**src/rtl/calc_display_feeder_if.sv**
```systemverilog
// Load/start side and OLED-controller side of the calculator display feeder.
// The master drives requests and FIN; the slave is the feeder.
interface calc_display_feeder_if;
  logic        in_valid;
  logic        in_ready;
  logic [1:0]  in_sel;
  logic [31:0] in_data;
  logic        start;
  logic        busy;
  logic [31:0] opcode_ascii;
  logic [31:0] operand_a;
  logic [31:0] operand_b;
  logic [31:0] result;
  logic        oled_en;
  logic        oled_fin;
  logic        timeout_err;
  logic [7:0]  frame_cnt;

  modport master (
    output in_valid, in_sel, in_data, start, oled_fin,
    input  in_ready, busy, opcode_ascii, operand_a, operand_b, result,
           oled_en, timeout_err, frame_cnt
  );

  modport slave (
    input  in_valid, in_sel, in_data, start, oled_fin,
    output in_ready, busy, opcode_ascii, operand_a, operand_b, result,
           oled_en, timeout_err, frame_cnt
  );
endinterface

```
**src/rtl/calc_display_feeder.sv**
```systemverilog
// Captures A/B/opcode, computes a 32-bit result (shift-add MUL), publishes a
// stable four-word snapshot to the OLED controller and handshakes on FIN.
module calc_display_feeder #(
  parameter int FIN_TIMEOUT = 2000000,
  parameter int TO_W        = 21
) (
  input  logic                 CLK,
  input  logic                 RST,
  calc_display_feeder_if.slave bus
);

  typedef enum logic [2:0] {IDLE, COMPUTE, PUBLISH, WAIT_FIN, RELEASE} state_t;
  localparam logic [2:0] OP_MUL = 3'd5;

  state_t state, state_nx;

  logic [31:0]     a_reg, b_reg, snap_a, snap_b, acc;
  logic [2:0]      op_reg, snap_op;
  logic [4:0]      mul_cnt;
  logic [TO_W-1:0] to_cnt;
  logic [31:0]     pub_ascii, pub_a, pub_b, pub_r;
  logic            en_reg, to_err_reg;
  logic [7:0]      frame_reg;

  logic        load, start_ok, to_hit;
  logic [31:0] a_nx, b_nx;
  logic [2:0]  op_nx;

  function automatic logic [31:0] ascii_of(input logic [2:0] op);
    case (op)
      3'd0:    ascii_of = 32'h41444420;
      3'd1:    ascii_of = 32'h53554220;
      3'd2:    ascii_of = 32'h414E4420;
      3'd3:    ascii_of = 32'h4F522020;
      3'd4:    ascii_of = 32'h584F5220;
      3'd5:    ascii_of = 32'h4D554C20;
      3'd6:    ascii_of = 32'h53484C20;
      default: ascii_of = 32'h53485220;
    endcase
  endfunction

  function automatic logic [31:0] alu(input logic [2:0] op, input logic [31:0] a, input logic [31:0] b);
    case (op)
      3'd0:    alu = a + b;
      3'd1:    alu = a - b;
      3'd2:    alu = a & b;
      3'd3:    alu = a | b;
      3'd4:    alu = a ^ b;
      3'd6:    alu = a << b[4:0];
      3'd7:    alu = a >> b[4:0];
      default: alu = 32'd0;
    endcase
  endfunction

  assign load     = bus.in_valid && (state == IDLE);
  assign start_ok = bus.start && (state == IDLE);
  assign to_hit   = (to_cnt == TO_W'(FIN_TIMEOUT - 1));

  // A load in the start cycle must be visible to the snapshot.
  assign a_nx  = (load && bus.in_sel == 2'd0) ? bus.in_data      : a_reg;
  assign b_nx  = (load && bus.in_sel == 2'd1) ? bus.in_data      : b_reg;
  assign op_nx = (load && bus.in_sel == 2'd2) ? bus.in_data[2:0] : op_reg;

  always_ff @(posedge CLK) begin
    if (RST) state <= IDLE;
    else     state <= state_nx;
  end

  always_comb begin
    state_nx = state;
    case (state)
      IDLE:     if (start_ok) state_nx = COMPUTE;
      COMPUTE:  if (snap_op != OP_MUL || mul_cnt == 5'd31) state_nx = PUBLISH;
      PUBLISH:  state_nx = WAIT_FIN;
      WAIT_FIN: begin
        if (bus.oled_fin)  state_nx = RELEASE;
        else if (to_hit)   state_nx = IDLE;
      end
      RELEASE:  if (!bus.oled_fin) state_nx = IDLE;
      default:  state_nx = IDLE;
    endcase
  end

  always_comb begin
    bus.in_ready     = (state == IDLE);
    bus.busy         = (state != IDLE);
    bus.opcode_ascii = pub_ascii;
    bus.operand_a    = pub_a;
    bus.operand_b    = pub_b;
    bus.result       = pub_r;
    bus.oled_en      = en_reg;
    bus.timeout_err  = to_err_reg;
    bus.frame_cnt    = frame_reg;
  end

  always_ff @(posedge CLK) begin
    if (RST) begin
      a_reg <= '0; b_reg <= '0; op_reg <= '0;
      snap_a <= '0; snap_b <= '0; snap_op <= '0;
      acc <= '0; mul_cnt <= '0; to_cnt <= '0;
      pub_ascii <= '0; pub_a <= '0; pub_b <= '0; pub_r <= '0;
      en_reg <= 1'b0; to_err_reg <= 1'b0; frame_reg <= '0;
    end else begin
      a_reg  <= a_nx;
      b_reg  <= b_nx;
      op_reg <= op_nx;
      case (state)
        IDLE: if (start_ok) begin
          snap_a     <= a_nx;
          snap_b     <= b_nx;
          snap_op    <= op_nx;
          acc        <= '0;
          mul_cnt    <= '0;
          to_err_reg <= 1'b0;
        end
        COMPUTE: begin
          // MUL accumulates one partial product per cycle, bit mul_cnt of B.
          if (snap_op == OP_MUL) begin
            acc     <= acc + (snap_b[mul_cnt] ? (snap_a << mul_cnt) : 32'd0);
            mul_cnt <= mul_cnt + 5'd1;
          end else begin
            acc <= alu(snap_op, snap_a, snap_b);
          end
        end
        PUBLISH: begin
          pub_ascii <= ascii_of(snap_op);
          pub_a     <= snap_a;
          pub_b     <= snap_b;
          pub_r     <= acc;
          en_reg    <= 1'b1;
          to_cnt    <= '0;
        end
        WAIT_FIN: begin
          if (bus.oled_fin) begin
            en_reg    <= 1'b0;
            frame_reg <= frame_reg + 8'd1;
          end else if (to_hit) begin
            en_reg     <= 1'b0;
            to_err_reg <= 1'b1;
          end else begin
            to_cnt <= to_cnt + 1'b1;
          end
        end
        default: ;
      endcase
    end
  end

endmodule
```
**src/flat_wrapper.sv**
```systemverilog
// flat-port wrapper written by rule: the top's interface ports become plain ports
module calc_display_feeder_flat 
#(
  parameter int FIN_TIMEOUT = 2000000,
  parameter int TO_W        = 21
)
  (CLK, RST, bus_in_valid, bus_in_sel, bus_in_data, bus_start, bus_oled_fin, bus_in_ready, bus_busy, bus_opcode_ascii, bus_operand_a, bus_operand_b, bus_result, bus_oled_en, bus_timeout_err, bus_frame_cnt);
  calc_display_feeder_if bus_i ();
  input  logic CLK;
  input  logic RST;
  input wire logic [$bits(bus_i.in_valid)-1:0] bus_in_valid;
  input wire logic [$bits(bus_i.in_sel)-1:0] bus_in_sel;
  input wire logic [$bits(bus_i.in_data)-1:0] bus_in_data;
  input wire logic [$bits(bus_i.start)-1:0] bus_start;
  input wire logic [$bits(bus_i.oled_fin)-1:0] bus_oled_fin;
  output wire logic [$bits(bus_i.in_ready)-1:0] bus_in_ready;
  output wire logic [$bits(bus_i.busy)-1:0] bus_busy;
  output wire logic [$bits(bus_i.opcode_ascii)-1:0] bus_opcode_ascii;
  output wire logic [$bits(bus_i.operand_a)-1:0] bus_operand_a;
  output wire logic [$bits(bus_i.operand_b)-1:0] bus_operand_b;
  output wire logic [$bits(bus_i.result)-1:0] bus_result;
  output wire logic [$bits(bus_i.oled_en)-1:0] bus_oled_en;
  output wire logic [$bits(bus_i.timeout_err)-1:0] bus_timeout_err;
  output wire logic [$bits(bus_i.frame_cnt)-1:0] bus_frame_cnt;
  assign bus_i.in_valid = bus_in_valid;
  assign bus_i.in_sel = bus_in_sel;
  assign bus_i.in_data = bus_in_data;
  assign bus_i.start = bus_start;
  assign bus_i.oled_fin = bus_oled_fin;
  assign bus_in_ready = bus_i.in_ready;
  assign bus_busy = bus_i.busy;
  assign bus_opcode_ascii = bus_i.opcode_ascii;
  assign bus_operand_a = bus_i.operand_a;
  assign bus_operand_b = bus_i.operand_b;
  assign bus_result = bus_i.result;
  assign bus_oled_en = bus_i.oled_en;
  assign bus_timeout_err = bus_i.timeout_err;
  assign bus_frame_cnt = bus_i.frame_cnt;
  calc_display_feeder #(.FIN_TIMEOUT(FIN_TIMEOUT), .TO_W(TO_W)) u_core (.CLK(CLK), .RST(RST), .bus(bus_i));
endmodule
```
**config.mk**
```make
export PLATFORM = sky130hd
export DESIGN_NAME = calc_display_feeder_flat
export DESIGN_NICKNAME = d
export VERILOG_FILES = /design/src/rtl/calc_display_feeder_if.sv /design/src/rtl/calc_display_feeder.sv /design/src/flat_wrapper.sv
export SDC_FILE = /design/constraint.sdc
export NUM_CORES = 1
export LEC_CHECK = 0
export ABC_AREA = 0
export CAP_MARGIN = 10
export CORE_UTILIZATION = 30
export CTS_CLUSTER_SIZE = 25
export DETAILED_ROUTE_END_ITERATION = 8
export MAX_ROUTING_LAYER = met4
export SYNTH_ARGS = -nofsm -noshare
export SYNTH_HDL_FRONTEND = slang
export SYNTH_SLANG_ARGS = --single-unit
export TNS_END_PERCENT = 5
```
**constraint.sdc**
```tcl
create_clock -name CLK -period 7.06 [get_ports CLK]
set_input_delay 1.412 -clock CLK [delete_from_list [all_inputs] [get_ports CLK]]
set_output_delay 1.412 -clock CLK [all_outputs]
set_load 0.03 [all_outputs]
```
==> results of run 1 <==
[worst reg2reg max path, delay by kind of cell (launching register included)]
family / cells / cell delay [ps]
AOI/OAI and AO/OA: 10 / 1800
DFF: 1 / 930
and+or+nand+nor: 4 / 870
buffers and inverters: 1 / 670
adders and majority gates: 1 / 330
xor gates and xnor gates: 1 / 240
muxes: 1 / 220
[power by group]
group          switching, W  total [W]  internal, W
combinational       0.00142    0.00220     0.000780
sequential         0.000219    0.00211      0.00190
clock              0.000842    0.00202      0.00118
total               0.00248    0.00634      0.00386
[final cells by class]
type,count,area share
repair buffers,224,0.0808
flip-flops and latches,318,0.246
well taps,959,0.0463
multi-input cells,2244,0.562
clock buffers,56,0.0432
inverters,107,0.0155
clock inverters,12,0.00584
diodes,3,0.000290
[routing by layer]
metal  routed length [um]  share of wire  vias up
li1                     -              -    10200
met4                 3330          0.038        0
met5                    0              0        -
met1                38500           0.44    10100
met2                39900           0.45      845
met3                 6560          0.074      153
[worst max path at each step]
stage,start,endpoint
floorplan,u_core.snap_b[0],u_core.acc[30]
global placement,u_core.mul_cnt[0],u_core.acc[31]
global route,u_core.mul_cnt[0],u_core.acc[31]
detailed placement,u_core.mul_cnt[0],u_core.acc[31]
finish,u_core.mul_cnt[0],u_core.acc[31]
CTS,u_core.mul_cnt[0],u_core.acc[31]
[cell usage after synthesis, types with 6 or more instances]
cell type    n  area, um2
a21o_1      38        285
nand2_1    398       1490
o31a_1       8       70.1
mux4_2      52       1170
o31ai_1      8       60.1
nor2_1     359       1350
mux2_2      12        135
a21oi_1    329       1650
inv_1      104        390
mux2i_1    163       1630
nor2b_1     12       75.1
xnor2_1     67        587
and3_1      16        100
nand3_1     35        175
a311oi_1     6       52.6
o221ai_1     9       78.8
and2_1      20        125
a22oi_1     10       75.1
a211oi_1    30        225
o21ai_0    183        916
or3_1       15       93.8
clkbuf_1   152        571
nand4_1     17        106
o21a_1      15        113
xor2_1      40        350
o21ai_1      8       40.0
nand2b_1    20        125
ha_1       132       1650
o211ai_1    27        203
o22ai_1     24        150
dfxtp_1    318       6370
a31oi_1     24        150
nand3b_1     7       52.6
o21bai_1    11       82.6
nor3_1      38        190
buf_2       26        130
a221oi_1    15        131
buf_1       33        124
buf_4       16        120
[cells in the final DEF (no fill, tap or decap), types with 27 or more instances in the layout]
cell | netlist | routed
nand2_1 | 398 | 395
nor2_1 | 359 | 356
a21oi_1 | 329 | 329
dfxtp_1 | 318 | 311
o21ai_0 | 183 | 183
clkdlybuf4s50_1 | 0 | 164
mux2i_1 | 163 | 163
ha_1 | 132 | 132
inv_1 | 104 | 103
xnor2_1 | 67 | 67
buf_4 | 16 | 59
mux4_2 | 52 | 52
xor2_1 | 40 | 40
clkbuf_16 | 0 | 39
a21o_1 | 38 | 38
nor3_1 | 38 | 36
nand3_1 | 35 | 35
a211oi_1 | 30 | 30
o211ai_1 | 27 | 27
[through the flow]
stage          worst slack [ps]  std cells  area [um2]
3_3_place_gp               1970       3852       24700
3_5_place_dp               1930       3852       24700
4_1_cts                    1900       3920       25900
5_1_grt                    1350       3923       25900
6_report                   1880       3923       25900
2_1_floorplan              2600       2901       22300
[logic make-up after synthesis]
logic type	count (synthesis)	synth area share
AOI/OAI and AO/OA	798	0.214
muxes	227	0.132
buffers and inverters	339	0.0630
xor gates and xnor gates	108	0.0429
other	1	0.000169
adders and majority gates	134	0.0760
and+or+nand+nor	964	0.186
DFF	318	0.286
==> metrics.md, run 1 <==
| Metric | Value |
|---|---|
| Number of distinct library cells after synthesis | `between 80 and 90` |
| Hold Path Class | `flop to flop` |
| Worst Hold End | `u_core.bus.result[13]` |
| Total Power | `0.00634 W` |
| Drt drc | `5` |
| CTS sink cnt | `318` |
| Final Hold Viols | `0` |
| Util after Layout | `0.354` |
| Startpoint types | `flop` |
| Critical Path RT | `7530 ps` |
| CP delay by family, top | `compound AO/OA/AOI/OAI gates` |
| Initial DRC count | `2,218` |
| Post-DR vias/cell | `around 5.4` |
| Post-Route WL | `88.3 mm` |
| GR peak layer | `met2` |
| Synth Warn # | `0` |
| CTS tree | `built` |
| Die area | `0.0753 mm2` |
| Fin nets | `about 3.1k` |
| Final count of pins violating max slew | `0` |
| Vias | `21.4k` |
| Syn_area_per_cell | `7.70 um2` |
| Drt first pass iters | `9` |
| WHS | `450 ps` |
| Setup_tns | `0 ps` |
| Slowest cell on the critical path | `dfxtp_1` |
| Leakage power | `10.1 nW` |
| WP depth | `18` |
| Max cap viols | `0` |
| Final period util | `0.734` |
| CP cell instances | `inv_1, or3_1, o21ai_0, mux2i_1, nand2_1, o21ai_0, nor2_1, ha_1, a21oi_1, o221ai_1, a21oi_1, nand3b_1, o21a_1, a41o_1, o41ai_1, xor2_1, o21bai_1, o2bb2ai_1` |
| Highest clock rate | `0.193 GHz` |
| CTS clk-pin slew, worst paths | `70 ps` |
| Core ar. | `0.0732 mm2` |
| Initial antenna violation count | `4` |
| CP Data Arrival Time | `5650 ps` |
| Post-CTS Repair Setup Buffers | `0` |
| # rows | `99` |
| PwrDens | `244 mW/mm2` |
| Gpl congestion | `1.03` |
| Total CTS buffers | `38` |
| Cts hold-fix bufs | `0` |
| Sequential area share after synthesis | `0.286` |
| Register-to-register setup slack | `1880 ps` |
| Register Area | `0.00638 mm2` |
| VDD IR-drop max | `0.000132 V` |
| Number of global-route vias before repair | `20.0k` |
| Final HPWL from detailed placement | `65.9 mm` |
| Worst Max-Slew Pin Slew | `between 1000 and 1500 ps` |
| Clock Skew | `30.2 ps` |
| Buffer and inverter count on the worst path | `1` |
| Tmin final | `just over 5000 ps` |
| GR Util met1 | `0.310` |
| Global-route wire length before repair | `131 mm` |
| DIE WIDTH | `274 um` |
| Share of cells above drive strength 1 | `0.0736` |
| R2r startpoint | `u_core.mul_cnt[0]` |
| Main synth FF type | `dfxtp_1` |
| RSZ-0062 raised after global routing | `no` |
| Routed wire per std cell | `between 20 and 25 um` |
| H-tree levels | `2` |
| Mapped Area | `about 0.022 mm2` |
| Crit Path Category | `flop to flop` |
| Failing checks | `design-rule violations` |
| Synth Register Bits | `318` |
| Initial cell density of the core | `0.304` |
| DRT antenna net count | `0` |
| Worst hold start | `u_core.bus.result[13]` |
| Gate Count Post-Synth | `slightly below 3k` |
| Routing usage on met3 | `0.0382` |
| Worst path max stage delay | `roughly 930 ps` |
| Largest net degree at the start of global routing | `about 90` |
| Number of synthesized flops with an enable pin | `0` |
| Fillers | `between 7k and 8k` |
| Worst r2r dst | `u_core.acc[31]` |
| Worst-path fanout max | `30` |
| Final setup viols | `0` |
| Cts repair resizes | `0` |
| Global Route Usage Sum | `0.236` |
| Clock Latency Late Sink | `580 ps` |
| Multi-input gate area | `approximately 0.015 mm2` |
| R2R depth | `18` |
| Io pins | `179` |
| CTS Buffer Depth | `3` |
| IO buf count | `165` |
| Chip height | `274 um` |
| Global route overflow | `0` |
| Setup crit end kind | `flop` |
| Met2 Track Usage GR | `0.362` |
| Hold Path Depth | `2` |
| Status | `complete, but fails checks` |
| Area delta synth->final | `16.5%` |
| Root Buffer | `clkbuf_16` |
| Share of flip-flops with an asynchronous set or reset | `0` |
| Headroom to the max-slew limit | `0.284` |
Note: power is estimated with default switching activity, not from simulation.
==> run 2, diff against run 1 <==
Clock period 7.06 ns to 4.45 ns, I/O delays scaled along.
==> run 2 against run 1 <==
Largest power group unchanged. The flow still finishes with violations (design-rule violations). Final area rose by 4.6%. Sequential cell count unchanged. Clock power grew 51%. Critical endpoint is now u_core.acc[23]. Critical path type unchanged.
==> metrics.md, run 2 (synthesis gave the netlist of run 1 again) <==
| Metric | Value |
|---|---|
| Status | `complete, but fails checks` |
| Failing checks | `design-rule violations` |
| Post-Route WL | `92.2 mm (+4.4%)` |
| Worst-path fanout max | `23 (-23%)` |
| Headroom to the max-slew limit | `0.363 (+0.0789)` |
| Crit path to | `u_core.acc[23]` |
| CP Data Arrival Time | `4760 ps (-890 ps)` |
| Core ar. | `0.0732 mm2 (unchanged)` |
| Io pins | `179 (unchanged)` |
| Max cap viols | `0 (unchanged)` |
| Comb pwr share | `0.391 (+0.044)` |
| RSZ-0062 raised after global routing | `yes` |
| Internal power | `0.00624 W (+62%)` |
| CTS clk-pin slew, worst paths | `70 ps (about the same)` |
| Worst r2r dst | `u_core.acc[23]` |
| Design Area, Final | `0.0271 mm2 (+4.6%)` |
| Final count of pins violating max slew | `0 (unchanged)` |
| Post-DR vias/cell | `5.42 (-0.55%)` |
| Initial cell density of the core | `0.304 (unchanged)` |
| Hold Path Class | `flop to flop` |
| H-tree levels | `2 (unchanged)` |
| Fin nets | `3,264 (+5.1%)` |
| GR peak layer | `met2` |
| Global Route Usage Sum | `0.246 (+0.00931)` |
| Initial DRC count | `2,036 (-8.2%)` |
| Initial antenna violation count | `3 (-1)` |
| Startpoint types | `flop` |
| Most common cell after layout, fill and taps aside | `nand2_1` |
| Met2 Track Usage GR | `0.378 (+0.0163)` |
| Final setup viols | `0 (unchanged)` |
| CTS Buffer Depth | `3 (unchanged)` |
| Power share of the clock group | `0.296 (-0.023)` |
| Finished Layout Cells | `4,080 (+4.0%)` |
| IO buf count | `165 (unchanged)` |
| Global route overflow | `0 (unchanged)` |
| DIE WIDTH | `274 um (unchanged)` |
| Area delta synth->final | `21.9%` |
| DP Worst Slack | `-45.2 ps (-1970 ps)` |
| Final HPWL from detailed placement | `71.5 mm (+8.5%)` |
| CTS sink cnt | `318 (unchanged)` |
| Vias | `22.1k (+3.4%)` |
| # rows | `99 (unchanged)` |
| Clock Latency Late Sink | `580 ps (about the same)` |
| Leakage power | `10.9 nW (+7.8%)` |
| Routing usage on met3 | `0.0435 (+0.00534)` |
| Die area | `0.0753 mm2 (unchanged)` |
| Final period util | `0.972 (+0.238)` |
| Register-to-register setup slack | `120 ps (-1760 ps)` |
| Share of power burned in registers | `0.312 (-0.022)` |
| Routed wire per std cell | `22.6 um (+0.35%)` |
| Global-route wire length before repair | `136 mm (+3.7%)` |
| Root Buffer | `clkbuf_16` |
| Worst Max-Slew Pin Slew | `931 ps (-142 ps)` |
| VDD IR-drop max | `0.000213 V (+62%)` |
| Switching Fraction | `0.393 (+0.00151)` |
| Cell Count Post-Placement | `4,010 (+4.1%)` |
| Worst Setup SP | `u_core.mul_cnt[1]` |
| Most frequent cells in the layout | `395 x nand2_1, 358 x nor2_1, 325 x a21oi_1, 310 x dfxtp_1, 214 x buf_4` |
| Drt drc | `5 (unchanged)` |
| Setup WS post-layout | `124 ps (-1760 ps)` |
| R2r startpoint | `u_core.mul_cnt[1]` |
| Placed cell area | `0.0259 mm2 (+4.9%)` |
| Clock Skew | `28.0 ps (-2.25 ps)` |
| DRT antenna net count | `0 (unchanged)` |
| Critical Path RT | `4890 ps (-2640 ps)` |
| Total CTS buffers | `38 (unchanged)` |
| Setup crit end kind | `flop` |
| Chip height | `274 um (unchanged)` |
| GR Util met1 | `0.317 (+0.00707)` |
| Number of global-route vias before repair | `21.1k (+5.3%)` |
| Post-CTS Repair Setup Buffers | `0 (unchanged)` |
| Crit Path Category | `flop to flop` |
| Largest net degree at the start of global routing | `128 (+39%)` |
| Drt first pass iters | `7 (-2)` |
| CTS tree | `built` |
| R2R depth | `20 (+2)` |
| Sw Pwr | `0.00404 W (+63%)` |
| PwrDens | `379 mW/mm2 (+55%)` |
| Highest clock rate | `0.231 GHz (+20%)` |
| Gpl congestion | `1.03 (+0.21%)` |
| Share of cells above drive strength 1 | `0.123 (+0.0499)` |
| Final Hold Viols | `0 (unchanged)` |
| Tmin final | `4330 ps (-854 ps)` |
| Fillers | `7,640 (-0.78%)` |
run 2: worst max-delay path, stage by stage (launching register included):
cell and delay (ps):
dfxtp_2 440, buf_12 190, buf_4 160, mux2i_1 250, and2_1 160, a31oi_1 40, inv_1 80, o21ai_0 90
o21ai_0 360, buf_4 180, nor2_1 40, ha_1 360, o21a_1 200, o211ai_1 250, a21oi_1 110, o211ai_1 250
a21boi_1 140, o31a_1 300, or3_1 330, a31oi_1 180, nor3_1 60
run 2: metrics by stage:
stage	TNS (ps)	util	hold slack (ps)	total power [W]
detailed placement	-45.2	0.353	446	0.00714
global placement	-4.86	0.353	441	0.00715
global route	-120	0.371	468	0.0107
CTS	0	0.370	454	0.0102
floorplan	0	-	445	0.00557
finish	0	0.371	452	0.0103
run 2: cell type report:
| cell class | count | area [um2] | area share |
|---|---|---|---|
| timing repair buffer | 382 | 3320 | 0.122 |
| sequential | 318 | 6380 | 0.235 |
| clock inverter | 16 | 141 | 0.00521 |
| antenna | 3 | 7.51 | 0.000277 |
| multi-input combinational | 2244 | 14600 | 0.539 |
| inverter | 107 | 402 | 0.0148 |
| tap | 959 | 1200 | 0.0442 |
| clock buffer | 51 | 1060 | 0.0391 |
run 2: layer usage:
metal  part of all wire  vias to the layer above
li1                   -                    10500
met1               0.44                    10600
met2               0.45                      847
met3              0.078                      176
met4              0.041                        0
met5                  0                        -
run 2: timing repair:
item	in CTS	in global routing
pin swaps	0	2
hold buffers	0	0
resized for setup	1	13
gates cloned	0	0
endpoints found under the setup margin	1	7
run 2: worst min-delay path by stage:
stage | startpoint | endpoint | slack, ps | cells past startpoint
floorplan | u_core.acc[14] | u_core.acc[14] | 450 | 2
global placement | u_core.bus.result[4] | u_core.bus.result[4] | 440 | 2
detailed placement | u_core.bus.operand_b[23] | u_core.bus.operand_b[23] | 450 | 2
CTS | u_core.bus.operand_b[23] | u_core.bus.operand_b[23] | 450 | 2
global route | u_core.bus.operand_b[8] | u_core.bus.operand_b[8] | 470 | 2
finish | u_core.bus.result[2] | u_core.bus.result[2] | 450 | 2
run 2: power by group through the flow:
stage	Sequential (W)	Clock, W	Combinational [W]
after detailed placement	0.00326	0	0.00388
after floorplan	0.00324	0	0.00233
after global routing	0.00322	0.00324	0.00426
after global placement	0.00326	0	0.00389
after CTS	0.00320	0.00312	0.00390
final	0.00321	0.00305	0.00402
==> run 3, diff against run 2 <==
Settings changed: CORE_MARGIN set to 10.
==> run 3 against run 2 <==
The flow now finishes without violations. Total power up 2.6%. Fmax up 1.0%. Critical path depth down 1. Sequential share of layout area down 0.086 points. Wire length up 0.90%. Sequential cell count unchanged. First-iteration DRC count up 8.2%. Clock power up 11%. Global-route usage down 3.2 points. Clock skew up 3.7 ps. Clock-buffer cell count up 8. Die area up 14%. Critical path type unchanged. Critical endpoint is now u_core.acc[31]. Highest routed layer unchanged.
==> metrics.md, run 3 (synthesis gave the netlist of run 1 again) <==
| Metric | Value |
|---|---|
| Worst Max-Slew Pin Slew | `890 ps (-41.0 ps)` |
| Post-CTS Repair Setup Buffers | `0 (unchanged)` |
| DIE WIDTH | `292 um (+6.6%)` |
| Clock Skew | `31.7 ps (+3.70 ps)` |
| Setup crit end kind | `flop` |
| Worst Hold End | `u_core.bus.opcode_ascii[13]` |
| Worst r2r dst | `u_core.acc[31]` |
| Initial cell density of the core | `0.304 (unchanged)` |
| CTS clk-pin slew, worst paths | `60 ps (about the same)` |
| Final period util | `0.962 (-0.00968)` |
| Startpoint types | `flop` |
| CTS Buffer Depth | `3 (unchanged)` |
| Vias | `22.0k (-0.55%)` |
| Hold Path Class | `flop to flop` |
| CP Data Arrival Time | `4740 ps (-20 ps)` |
| Most common cell after layout, fill and taps aside | `nand2_1` |
| Cts hold-fix bufs | `0 (unchanged)` |
| # rows | `99 (unchanged)` |
| R2R depth | `19 (-5.0%)` |
| Drt first pass iters | `5 (-2)` |
| Headroom to the max-slew limit | `0.407 (+0.0434)` |
| Share of cells above drive strength 1 | `0.122 (-0.00145)` |
| Gpl congestion | `1.04 (about the same)` |
| Cts repair resizes | `0 (-1)` |
| Worst hold start | `u_core.bus.opcode_ascii[13]` |
| Global Route Usage Sum | `0.214 (-0.0316)` |
| IO buf count | `165 (unchanged)` |
| Post-Route WL | `93.0 mm (+0.90%)` |
| DRT antenna net count | `0 (unchanged)` |
| Final HPWL from detailed placement | `72.2 mm (+0.90%)` |
| CTS sink cnt | `318 (unchanged)` |
| Hold Path Depth | `2 (unchanged)` |
| Number of global-route vias before repair | `21.0k (-0.45%)` |
| Highest clock rate | `0.234 GHz (+1.0%)` |
| Chip height | `292 um (+6.6%)` |
| Max cap viols | `0 (unchanged)` |
| Post-DR vias/cell | `5.39 (-0.45%)` |
| Die area | `0.0855 mm2 (+14%)` |
| Worst-path fanout max | `33 (+43%)` |
| CTS tree | `built` |
| Final Hold Viols | `0 (unchanged)` |
| Routed wire per std cell | `22.8 um (+1.0%)` |
| Clock Latency Late Sink | `580 ps (about the same)` |
| Global-route wire length before repair | `137 mm (+0.83%)` |
| Fin nets | `3,256 (-0.25%)` |
| Register-to-register setup slack | `170 ps (+40 ps)` |
| H-tree levels | `2 (unchanged)` |
| Cell Count Post-Placement | `4,001 (-0.22%)` |
| Finished Layout Cells | `4,076 (-0.098%)` |
| Fillers | `7,619 (-0.27%)` |
| VDD IR-drop max | `0.000229 V (+7.6%)` |
| R2r startpoint | `u_core.mul_cnt[1]` |
| Setup_tns | `0 ps (unchanged)` |
| Total CTS buffers | `39 (+2.6%)` |
| Tmin final | `4280 ps (-43.1 ps)` |
| Status | `completed` |
| Critical Path RT | `4900 ps (about the same)` |
| Final setup viols | `0 (unchanged)` |
| Initial DRC count | `2,202 (+8.2%)` |
| Root Buffer | `clkbuf_16` |
| Leakage power | `11.0 nW (+0.31%)` |
| Global route overflow | `0 (unchanged)` |
| Util after Layout | `0.372 (+0.00137)` |
| Io pins | `179 (unchanged)` |
| PwrDens | `388 mW/mm2 (+2.3%)` |
| Largest net degree at the start of global routing | `77 (-40%)` |
| Core ar. | `0.0732 mm2 (unchanged)` |
| Crit Path Category | `flop to flop` |
| Final count of pins violating max slew | `0 (unchanged)` |
| Initial antenna violation count | `4 (+1)` |
| Drt drc | `0 (-5)` |
| Area delta synth->final | `22.4%` |
| Most frequent cells in the layout | `394 x nand2_1, 357 x nor2_1, 326 x a21oi_1, 310 x dfxtp_1, 203 x buf_4` |
==> run 3: power breakdown <==
part	switching (W)	internal [W]
clock network	0.00133	0.00206
logic	0.00249	0.00145
registers	0.000215	0.00301
==> run 3: how the worst max path moves through the flow <==
stage                       from  depth (start not counted)             end  slack (ps)
6_report       u_core.mul_cnt[1]                         19  u_core.acc[31]         170
5_1_grt        u_core.mul_cnt[1]                         21  u_core.acc[31]         -20
3_3_place_gp    u_core.snap_b[7]                         16  u_core.acc[31]         100
2_1_floorplan   u_core.snap_b[0]                         21  u_core.acc[30]         110
4_1_cts        u_core.mul_cnt[0]                         17  u_core.acc[31]         100
3_5_place_dp   u_core.mul_cnt[0]                         17  u_core.acc[31]         130
==> run 3: worst max-delay path: stages (launching register included) <==
cell and delay, ps:
dfxtp_2 430, buf_12 220, buf_4 190, mux2i_1 290
inv_1 60, mux4_2 490, nor2_1 100, o32ai_1 70
and2_1 170, ha_1 360, a21o_1 220, a31oi_1 150
o21a_1 160, nand3b_1 80, o21a_1 210, a41o_1 270
o41ai_2 270, xor2_1 220, o21bai_1 100, o2bb2ai_1 120
==> run 3: routing by layer <==
| layer | up-vias | global-route usage | part of all wire |
|---|---|---|---|
| met1 | 10400 | 0.262 | 0.42 |
| li1 | 10500 | - | - |
| met4 | 0 | 0.0915 | 0.045 |
| met3 | 194 | 0.0495 | 0.084 |
| met5 | - | - | 0 |
| met2 | 884 | 0.334 | 0.45 |
==> run 3: stage by stage <==
stage,hold WS (ps),power [W],instance area [um2],setup slack [ps]
3_3_place_gp,440,0.00710,25800,102
6_report,450,0.0106,27200,167
3_5_place_dp,443,0.00709,25800,128
4_1_cts,451,0.0105,27200,99.5
2_1_floorplan,445,0.00557,22300,112
5_1_grt,470,0.0110,27200,-18.5
==> run 3: area by class of cell <==
cell class	count	area, um2	area share
Sequential cell	318	6380	0.234
Antenna cell	3	7.51	0.000276
Multi-Input combinational cell	2244	14600	0.536
Clock buffer	59	1170	0.0431
Timing Repair Buffer	373	3270	0.120
Clock inverter	13	188	0.00689
Inverter	107	405	0.0149
Tap cell	959	1200	0.0441
